`src/rtl/ysyx_24110015_pkg.sv`:
```
// rtl/ysyx_24110015_pkg.sv - shared decode constants and encodings for the IDU
package ysyx_24110015_pkg;

   localparam logic [6:0] OPC_LUI    = 7'b0110111;
   localparam logic [6:0] OPC_AUIPC  = 7'b0010111;
   localparam logic [6:0] OPC_JAL    = 7'b1101111;
   localparam logic [6:0] OPC_JALR   = 7'b1100111;
   localparam logic [6:0] OPC_BRANCH = 7'b1100011;
   localparam logic [6:0] OPC_LOAD   = 7'b0000011;
   localparam logic [6:0] OPC_STORE  = 7'b0100011;
   localparam logic [6:0] OPC_OPIMM  = 7'b0010011;
   localparam logic [6:0] OPC_OP     = 7'b0110011;
   localparam logic [6:0] OPC_SYSTEM = 7'b1110011;

   typedef enum logic [4:0] {
      OP_LUI, OP_AUIPC, OP_JAL, OP_JALR, OP_BRANCH,
      OP_LOAD, OP_STORE, OP_OPIMM, OP_OP, OP_SYSTEM
   } op_e;

   typedef enum logic [2:0] {
      IT_R, IT_I, IT_S, IT_B, IT_U, IT_J, IT_SYS
   } itype_e;

   localparam logic [31:0] EBREAK = 32'h0010_0073;
   localparam logic [31:0] ECALL  = 32'h0000_0073;

endpackage

```
`src/rtl/ysyx_24110015_imm_gen.sv`:
```
// rtl/ysyx_24110015_imm_gen.sv - combinational immediate extraction by format class
module ysyx_24110015_imm_gen
   import ysyx_24110015_pkg::*;
#(
   parameter int XLEN = 32
) (
   input  logic [31:7]     inst,
   input  itype_e          itype,
   output logic [XLEN-1:0] imm
);

   logic [31:0] w_imm32;

   // SYS shares the I layout so the CSR/funct12 field is visible downstream
   always_comb begin
      w_imm32 = 32'b0;
      case (itype)
         IT_I, IT_SYS: w_imm32 = {{20{inst[31]}}, inst[31:20]};
         IT_S:         w_imm32 = {{20{inst[31]}}, inst[31:25], inst[11:7]};
         IT_B:         w_imm32 = {{19{inst[31]}}, inst[31], inst[7], inst[30:25], inst[11:8], 1'b0};
         IT_U:         w_imm32 = {inst[31:12], 12'b0};
         IT_J:         w_imm32 = {{11{inst[31]}}, inst[31], inst[19:12], inst[20], inst[30:21], 1'b0};
         default:      w_imm32 = 32'b0;
      endcase
   end

   assign imm = XLEN'($signed(w_imm32));

endmodule

```
`src/rtl/ysyx_24110015_idu.sv`:
```
// rtl/ysyx_24110015_idu.sv - RV32E decode stage with a single valid/ready pipeline register
module ysyx_24110015_idu
   import ysyx_24110015_pkg::*;
#(
   parameter int XLEN  = 32,
   parameter bit RV32E = 1'b1
) (
   input  logic            clk,
   input  logic            rst,
   input  logic            in_valid,
   output logic            in_ready,
   input  logic [XLEN-1:0] in_pc,
   input  logic [31:0]     in_inst,
   input  logic            flush,
   output logic            out_valid,
   input  logic            out_ready,
   output logic [XLEN-1:0] out_pc,
   output logic [4:0]      out_rs1,
   output logic [4:0]      out_rs2,
   output logic [4:0]      out_rd,
   output logic [2:0]      out_funct3,
   output logic            out_funct7b5,
   output logic [2:0]      out_itype,
   output logic [4:0]      out_op,
   output logic [XLEN-1:0] out_imm,
   output logic            out_illegal,
   output logic            out_ebreak
);

   logic            r_v;
   logic [XLEN-1:0] r_pc;
   logic [4:0]      r_rs1, r_rs2, r_rd;
   logic [2:0]      r_funct3;
   logic            r_funct7b5;
   logic [2:0]      r_itype;
   logic [4:0]      r_op;
   logic [XLEN-1:0] r_imm;
   logic            r_illegal;
   logic            r_ebreak;

   op_e             w_op;
   itype_e          w_itype;
   logic            w_bad_opc;
   logic            w_use_rs1, w_use_rs2, w_use_rd;
   logic            w_reg_bad;
   logic [XLEN-1:0] w_imm_raw;
   logic            w_accept;

   always_comb begin
      w_op      = OP_OPIMM;
      w_itype   = IT_I;
      w_bad_opc = 1'b0;
      w_use_rs1 = 1'b0;
      w_use_rs2 = 1'b0;
      w_use_rd  = 1'b0;
      case (in_inst[6:0])
         OPC_LUI:    begin w_op = OP_LUI;    w_itype = IT_U;   w_use_rd = 1'b1; end
         OPC_AUIPC:  begin w_op = OP_AUIPC;  w_itype = IT_U;   w_use_rd = 1'b1; end
         OPC_JAL:    begin w_op = OP_JAL;    w_itype = IT_J;   w_use_rd = 1'b1; end
         OPC_JALR:   begin w_op = OP_JALR;   w_itype = IT_I;   w_use_rs1 = 1'b1; w_use_rd = 1'b1; end
         OPC_BRANCH: begin w_op = OP_BRANCH; w_itype = IT_B;   w_use_rs1 = 1'b1; w_use_rs2 = 1'b1; end
         OPC_LOAD:   begin w_op = OP_LOAD;   w_itype = IT_I;   w_use_rs1 = 1'b1; w_use_rd = 1'b1; end
         OPC_STORE:  begin w_op = OP_STORE;  w_itype = IT_S;   w_use_rs1 = 1'b1; w_use_rs2 = 1'b1; end
         OPC_OPIMM:  begin w_op = OP_OPIMM;  w_itype = IT_I;   w_use_rs1 = 1'b1; w_use_rd = 1'b1; end
         OPC_OP:     begin w_op = OP_OP;     w_itype = IT_R;   w_use_rs1 = 1'b1; w_use_rs2 = 1'b1; w_use_rd = 1'b1; end
         OPC_SYSTEM: begin w_op = OP_SYSTEM; w_itype = IT_SYS; w_use_rs1 = 1'b1; w_use_rd = 1'b1; end
         default:    w_bad_opc = 1'b1;
      endcase
   end

   // Only index fields the format actually reads can make an RV32E instruction illegal
   assign w_reg_bad = RV32E && ((w_use_rs1 && in_inst[19]) ||
                                (w_use_rs2 && in_inst[24]) ||
                                (w_use_rd  && in_inst[11]));

   ysyx_24110015_imm_gen #(.XLEN(XLEN)) u_imm_gen (
      .inst  (in_inst[31:7]),
      .itype (w_itype),
      .imm   (w_imm_raw)
   );

   assign in_ready = !r_v || out_ready;
   assign w_accept = in_valid && in_ready && !flush;

   always_ff @(posedge clk or negedge rst) begin
      if (!rst) begin
         r_v        <= 1'b0;
         r_pc       <= '0;
         r_rs1      <= '0;
         r_rs2      <= '0;
         r_rd       <= '0;
         r_funct3   <= '0;
         r_funct7b5 <= 1'b0;
         r_itype    <= '0;
         r_op       <= '0;
         r_imm      <= '0;
         r_illegal  <= 1'b0;
         r_ebreak   <= 1'b0;
      end else begin
         if (flush)         r_v <= 1'b0;
         else if (w_accept) r_v <= 1'b1;
         else if (out_ready) r_v <= 1'b0;
         if (w_accept) begin
            r_pc       <= in_pc;
            r_rs1      <= in_inst[19:15];
            r_rs2      <= in_inst[24:20];
            r_rd       <= in_inst[11:7];
            r_funct3   <= in_inst[14:12];
            r_funct7b5 <= in_inst[30];
            r_itype    <= w_itype;
            r_op       <= w_op;
            r_imm      <= w_bad_opc ? '0 : w_imm_raw;
            r_illegal  <= w_bad_opc || w_reg_bad;
            r_ebreak   <= (in_inst == EBREAK);
         end
      end
   end

   assign out_valid    = r_v;
   assign out_pc       = r_pc;
   assign out_rs1      = r_rs1;
   assign out_rs2      = r_rs2;
   assign out_rd       = r_rd;
   assign out_funct3   = r_funct3;
   assign out_funct7b5 = r_funct7b5;
   assign out_itype    = r_itype;
   assign out_op       = r_op;
   assign out_imm      = r_imm;
   assign out_illegal  = r_illegal;
   assign out_ebreak   = r_ebreak;

endmodule

```
`config.mk`:
```
export PLATFORM = sky130hd
export DESIGN_NAME = ysyx_24110015_idu
export DESIGN_NICKNAME = d
export VERILOG_FILES = /design/src/rtl/ysyx_24110015_pkg.sv /design/src/rtl/ysyx_24110015_imm_gen.sv /design/src/rtl/ysyx_24110015_idu.sv
export SDC_FILE = /design/constraint.sdc
export NUM_CORES = 1
export LEC_CHECK = 0
export CAP_MARGIN = 20
export CORE_ASPECT_RATIO = 1.1
export CORE_UTILIZATION = 30
export CTS_CLUSTER_DIAMETER = 120
export CTS_CLUSTER_SIZE = 25
export DETAILED_ROUTE_END_ITERATION = 10
export PLACE_DENSITY = 0.65
export SLEW_MARGIN = 5
export SYNTH_ARGS = -nofsm -noshare
export SYNTH_HDL_FRONTEND = slang
export SYNTH_SLANG_ARGS = --single-unit
```
`constraint.sdc`:
```
create_clock -name clk -period 1.6 [get_ports clk]
set_input_delay 0.4 -clock clk [delete_from_list [all_inputs] [get_ports clk]]
set_output_delay 0.4 -clock clk [all_outputs]
set_load 0.03 [all_outputs]
```
# Word-level counts from Yosys, hierarchy flattened
# Cells that the tools add are included.
[word_totals] output_inout_bits=95 regBits=94
[classes] reduce_logical=18 muxes=11 eq_ne=17
[ops] cell="case mux 32 bit (5 select lines)" n=1
[ops] cell="case mux 4 bit (9 select lines)" n=1
[ops] cell="equality test 32 x 21 -> 1 bit, second input constant" n=1
[ops] cell="two-way mux 32 bit" n=1
[ops] cell="equality test 7 bit, second input constant" n=4
[ops] cell="equality test 7 x 6 -> 1 bit, second input constant" n=3
[ops] cell="case mux 3 bit (6 select lines)" n=1
[ops] cell="equality test 7 x 5 -> 1 bit, second input constant" n=2
[ops] cell="OR reduction 10 bit" n=1
[ops] cell="equality test 3 bit, second input constant" n=3
[ops] cell="OR reduction 8 bit" n=1
[ops] cell="equality test 7 x 2 -> 1 bit, second input constant" n=1
[ops] cell="two-way mux 1 bit" n=7
[ops] cell="OR reduction 7 bit" n=1
[ops] cell="equality test 3 x 2 -> 1 bit, second input constant" n=2
[ops] cell="logical AND 1 bit" n=5
[ops] cell="logical OR 1 bit" n=4
[ops] cell="OR reduction 2 bit" n=2
[ops] cell="equality test 3 x 1 -> 1 bit, second input constant" n=1
[ops] cell="nonzero test 3 bit" n=1
[ops] cell="OR reduction 3 bit" n=1
[ops] cell="zero test 1 bit" n=2

# Longest topological paths before layout
[depth] ltp_word=7 depth_mapped=7

# Cells and area by module
# A second synthesis with hierarchy kept.
[unflattened] hier_cells=442 area_unflattened_um2=4222.8
[by_module_without_submodules] module="ysyx_24110015_idu" n_inst=1 area_per_inst_um2=3787.4 cells_each=375 seq_area_each_um2=2327.2
[by_module_without_submodules] module="ysyx_24110015_imm_gen" n_inst=1 area_per_inst_um2=435.4 cells_each=67 seq_area_each_um2=0.0

# Least setup slack after synthesis
# No wires, ideal clock.
[synth_path] kind="reg-to-reg" startpoint="reg r_v (netlist: out_valid)" endpoint="reg r_illegal (netlist: out_illegal)" path_slack_ps=-216 synth_period_minus_slack_ps=1816 required_ps=1523 arrival_ps=1739 path_stages_with_launch=8 path_buffers=2 path_cell_list="dfrtp_1 -> nor2b_4 -> inv_1 -> nand3b_1 -> clkbuf_1 -> clkbuf_1 -> a21oi_1 -> a21oi_1"
[synth_between] elab_chain_cells=4
[synth_rtl] element="from (decl)" line_no="ysyx_24110015_idu.sv:30" text="logic r_v;"
[synth_rtl] element="from (signal assigned)" line_no="ysyx_24110015_idu.sv:87" text="r_v <= 1'b0;"
[synth_rtl] element="from (signal assigned)" line_no="ysyx_24110015_idu.sv:100" text="if (flush) r_v <= 1'b0;"
[synth_rtl] element="from (signal assigned)" line_no="ysyx_24110015_idu.sv:101" text="else if (w_accept) r_v <= 1'b1;"
[synth_rtl] element="zero test 1 bit" line_no="ysyx_24110015_idu.sv:82" text="assign in_ready = !r_v || out_ready;"
[synth_rtl] element="logical OR 1 bit" line_no="ysyx_24110015_idu.sv:82"
[synth_rtl] element="net in_ready" line_no="ysyx_24110015_idu.sv:11" text="output logic in_ready,"
[synth_rtl] element="logical AND 1 bit (2 in series)" line_no="ysyx_24110015_idu.sv:83" text="assign w_accept = in_valid && in_ready && !flush;"
[synth_rtl] element="to (signal assigned)" line_no="ysyx_24110015_idu.sv:113" text="r_illegal <= w_bad_opc || w_reg_bad;"
[synth_rtl] element="to (decl)" line_no="ysyx_24110015_idu.sv:38" text="logic r_illegal;"
# The timed path passes the listed nets, and every way through them passes these cells.
# A chain may end at the register's enable or synchronous reset.

# Worst setup path in the final report
[layout_path] startpoint="in flush" endpoint="reg r_imm[28] (netlist: out_imm[28])"
[layout_between] elab_chain_cells=2
[layout_rtl] element="from (decl)" line_no="ysyx_24110015_idu.sv:14" text="input logic flush,"
[layout_rtl] element="zero test 1 bit" line_no="ysyx_24110015_idu.sv:83"
[layout_rtl] element="logical AND 1 bit" line_no="ysyx_24110015_idu.sv:83"
[layout_rtl] element="to (signal assigned)" line_no="ysyx_24110015_idu.sv:112" text="r_imm <= w_bad_opc ? '0 : w_imm_raw;"
[layout_rtl] element="to (decl)" line_no="ysyx_24110015_idu.sv:37" text="logic [XLEN-1:0] r_imm;"
# No other way between the ends.

==> impl_metrics.yaml <==
pwr:
  p_per_area_mw_per_mm2: 965.6
  irDropWorstVdd_uv: 567.2
  leakage_nw: 3.530
synthesis:
  synth_edf_count: 0
  synth_area_sq_mm: 0.004019
  ys_types: 45
  yosysSeqAreaShare_pct: 57.91
  yosysTopAreaCell: "dfrtp_1"
  syn_nets: 498
  synth_seq_cells: 93
  synthTopCellsByArea: "dfrtp_1 58%, nand2_1 16%, a221o_1 3.7%, a21oi_1 2.1%, a22o_1 1.7%"
  async_flop_share_pct: 100.0
  synth_area_per_cell_sq_um: 9.368
  ys_warn_count: 0
  synth_cells: 429
  ys.flop_type: "dfrtp_1"
  synth_top_area_share_pct: 57.91
sta:
  hold_viol: 0
  finalSetupViolCount: 18
  rsz0062_at_grt: "true"
  finClkSkew_ns: 0.003438
  worst_hold_slack_ns: 0.4619
  maxSlewViolCount: 0
  fmax_mhz: 595.3
  fin_crit_sh_pct: 105.0
  fin_ws_ns: -0.07991
  layout_min_cycle_time_ns: 1.680
die:
  core-area_sq_mm: 0.01286
  die_w_um: 112.4
  die_h_um: 123.4
  num_rows: 43
  die-area_sq_mm: 0.01386
  start_util_pct: 31.25
  ioPinCount: 164
global_routing:
  grt.overflow.total: 0
  grt_pass1_wl_mm: 21.92
  antenna_found_initial: 0
  grtUsageTotal_pct: 20.67
  grt_max_degree: 34
  grt_pass1_vias: 4109
routing:
  drt-initial-drc-count: 241
  drc_errors: 0
  first_pass_iters: 6
  wl_per_cell_um: 16.65
  wirelength_mm: 13.85
  viasPerCell: 4.832
  ant_nets: 0
  vias: 4020
clocking:
  clkSinkCount: 93
  htreeDepth: 3
  clockBufferDepth: 2
  cts.clk_slew.worst_paths_ns: 0.06
  cts_tree: "built"
  numCtsBuffers: 9
  cts_root_buffer: "clkbuf_16"
  worstSkewPairLatency_ns: 0.35
worst_setup_path:
  path_max_fanout: 11
  required_ns: 1.88
  slowest_delay_ns: 0.48
  worstPathCellList: "clkdlybuf4s50_1, nor3b_4, nand2_2, buf_6, a2111oi_4, buf_12, a221o_1"
  startpoint_type: "input pin"
  end_kind: "flop"
  slowest_stage: "clkdlybuf4s50_1"
  worstSetupPathType: "input pin to flop"
  critPathArrivalTime_ns: 1.96
place:
  dp_hpwl_mm: 10.40
  gp_congestion: 0.9089
  post-place-ws_ns: -0.6619
  port_buffers: 162
  placed_cell_area_sq_mm: 0.006459
layout:
  antenna_cells: 0
  drive_gt1_share_pct: 23.41
  multi_input_area_sq_mm: 0.001735
  finish.instance_area_sq_mm: 0.006899
  nets: 741
  fill_cells: 1174
  register_area_sq_mm: 0.002328
  area_growth_pct: 71.67
min_path:
  hold_class: "input pin to flop"
status:
  violations: "negative setup slack"
  status: "finished, violations left"
flow_run:
  cap_violations: 0
repair_timing:
| action | 4_1_cts | 5_1_grt |
|---|---|---|
| buffers inserted | 3 | 3 |
| pin swaps | 16 | 8 |
| gates resized for setup | 126 | 31 |
| endpoints found under the hold margin | 24 | 0 |
| hold buffers | 1 | 0 |
| gates cloned | 0 | 1 |
| endpoints found under the setup margin | 172 | 70 |
sequential cells by signal, summed over array words and instances (netlist names), 3 cells and up:
name,count
out_funct3,3
out_imm,32
out_itype,3
out_op,4
out_pc,32
out_rd,5
out_rs1,5
out_rs2,5
worst paths after layout:
path | from | end | slack [ns] | depth (start not counted)
worst max-delay path | flush | out_imm[28]$_DFFE_PN0P_ | -0.08 | 7
worst min-delay path | in_valid | out_valid$_DFFE_PN0P_ | 0.46 | 3
worst max register to register | out_valid$_DFFE_PN0P_ | out_imm[28]$_DFFE_PN0P_ | -0.07 | 7
worst min register to register | out_rs2[4]$_DFFE_PN0P_ | out_rs2[4]$_DFFE_PN0P_ | 0.47 | 2
max in group asynchronous | rst | out_rs1[0]$_DFFE_PN0P_ | 0.54 | 3
min in group asynchronous | rst | out_imm[31]$_DFFE_PN0P_ | 0.53 | 2
layer usage:
layer,global-route usage [%],vias to the layer above,wire length [um]
li1,-,1928,-
met1,25.57,1931,5988
met2,34.67,141,6603
met3,6.324,20,1024
met4,6.583,0,233
met5,0,-,0
power by group:
| part | switching, mW | internal [mW] | leakage (nW) |
|---|---|---|---|
| sequential | 0.122 | 2.58 | 1.19 |
| combinational | 1.02 | 0.678 | 2.19 |
| clock | 0.865 | 1.40 | 0.149 |
cell type report:
cell class | instances | area share, %
inverter | 4 | 0.2539
timing repair buffer | 257 | 33.55
tap | 157 | 2.847
clock inverter | 2 | 0.8705
multi-input combinational | 307 | 25.15
sequential | 93 | 33.75
clock buffer | 12 | 3.573
cell usage in the layout, fill, tap and decap left out, types with 2 or more instances in the layout:
cell and n:
a31oi_1 3, nor2_1 9, o22ai_1 2, nand2b_1 2, and2_4 4, clkbuf_1 2
clkbuf_16 9, bufinv_16 2, a31oi_4 2, nand3_1 5, a221o_1 15, o21ai_0 5
nand2_1 174, o21ai_2 10, nor4_1 4, nor2b_1 5, buf_6 10, o21ai_1 2
a21oi_2 9, nand2_2 2, buf_4 81, inv_1 2, dlygate4sd2_1 96, clkdlybuf4s50_1 59
nand4_1 3, buf_12 6, nor3b_4 2, nor3_1 2, dfrtp_1 92, nor2_2 3
a22o_1 8, a21oi_1 10
critical path, delay by kind of cell:
kind	cells	cell delay (ns)
AND/OR/NAND/NOR	2	0.41
buffers and inverters	3	0.80
AO/OA/AOI/OAI	2	0.36
kinds of logic (layout without fill, tap and decap cells):
| family | after synthesis | in the layout | share of synthesized area [%] |
|---|---|---|---|
| buffers and inverters | 29 | 275 | 3.051 |
| and+or+nand+nor | 226 | 226 | 24.28 |
| other | 1 | 1 | 0.09331 |
| muxes | 1 | 1 | 0.2491 |
| DFF | 93 | 93 | 57.91 |
| AOI/OAI and AO/OA | 79 | 79 | 14.42 |
synth_stat cells (all sizes together) (4+ instances only):
library cell	count
nand3	5
buf	8
o21ai	17
nor4	5
nor2b	6
dfrtp	93
a221o	15
a21oi	19
a22o	8
inv	4
and2	5
clkbuf	17
nand2	176
nor2	13
a31oi	5
stage by stage:
stage / cells / TNS [ns] / util, % / total power [mW]
after floorplan: 429 / 0 / - / 3.560
after global placement: 811 / -39.56 / 50.23 / 4.552
after detailed placement: 811 / -41.15 / 50.23 / 4.576
after CTS: 829 / -1.175 / 52.64 / 6.706
after global routing: 832 / -3.798 / 53.65 / 6.954
final: 832 / -0.8949 / 53.65 / 6.662
(Power assumes the default switching activity.)
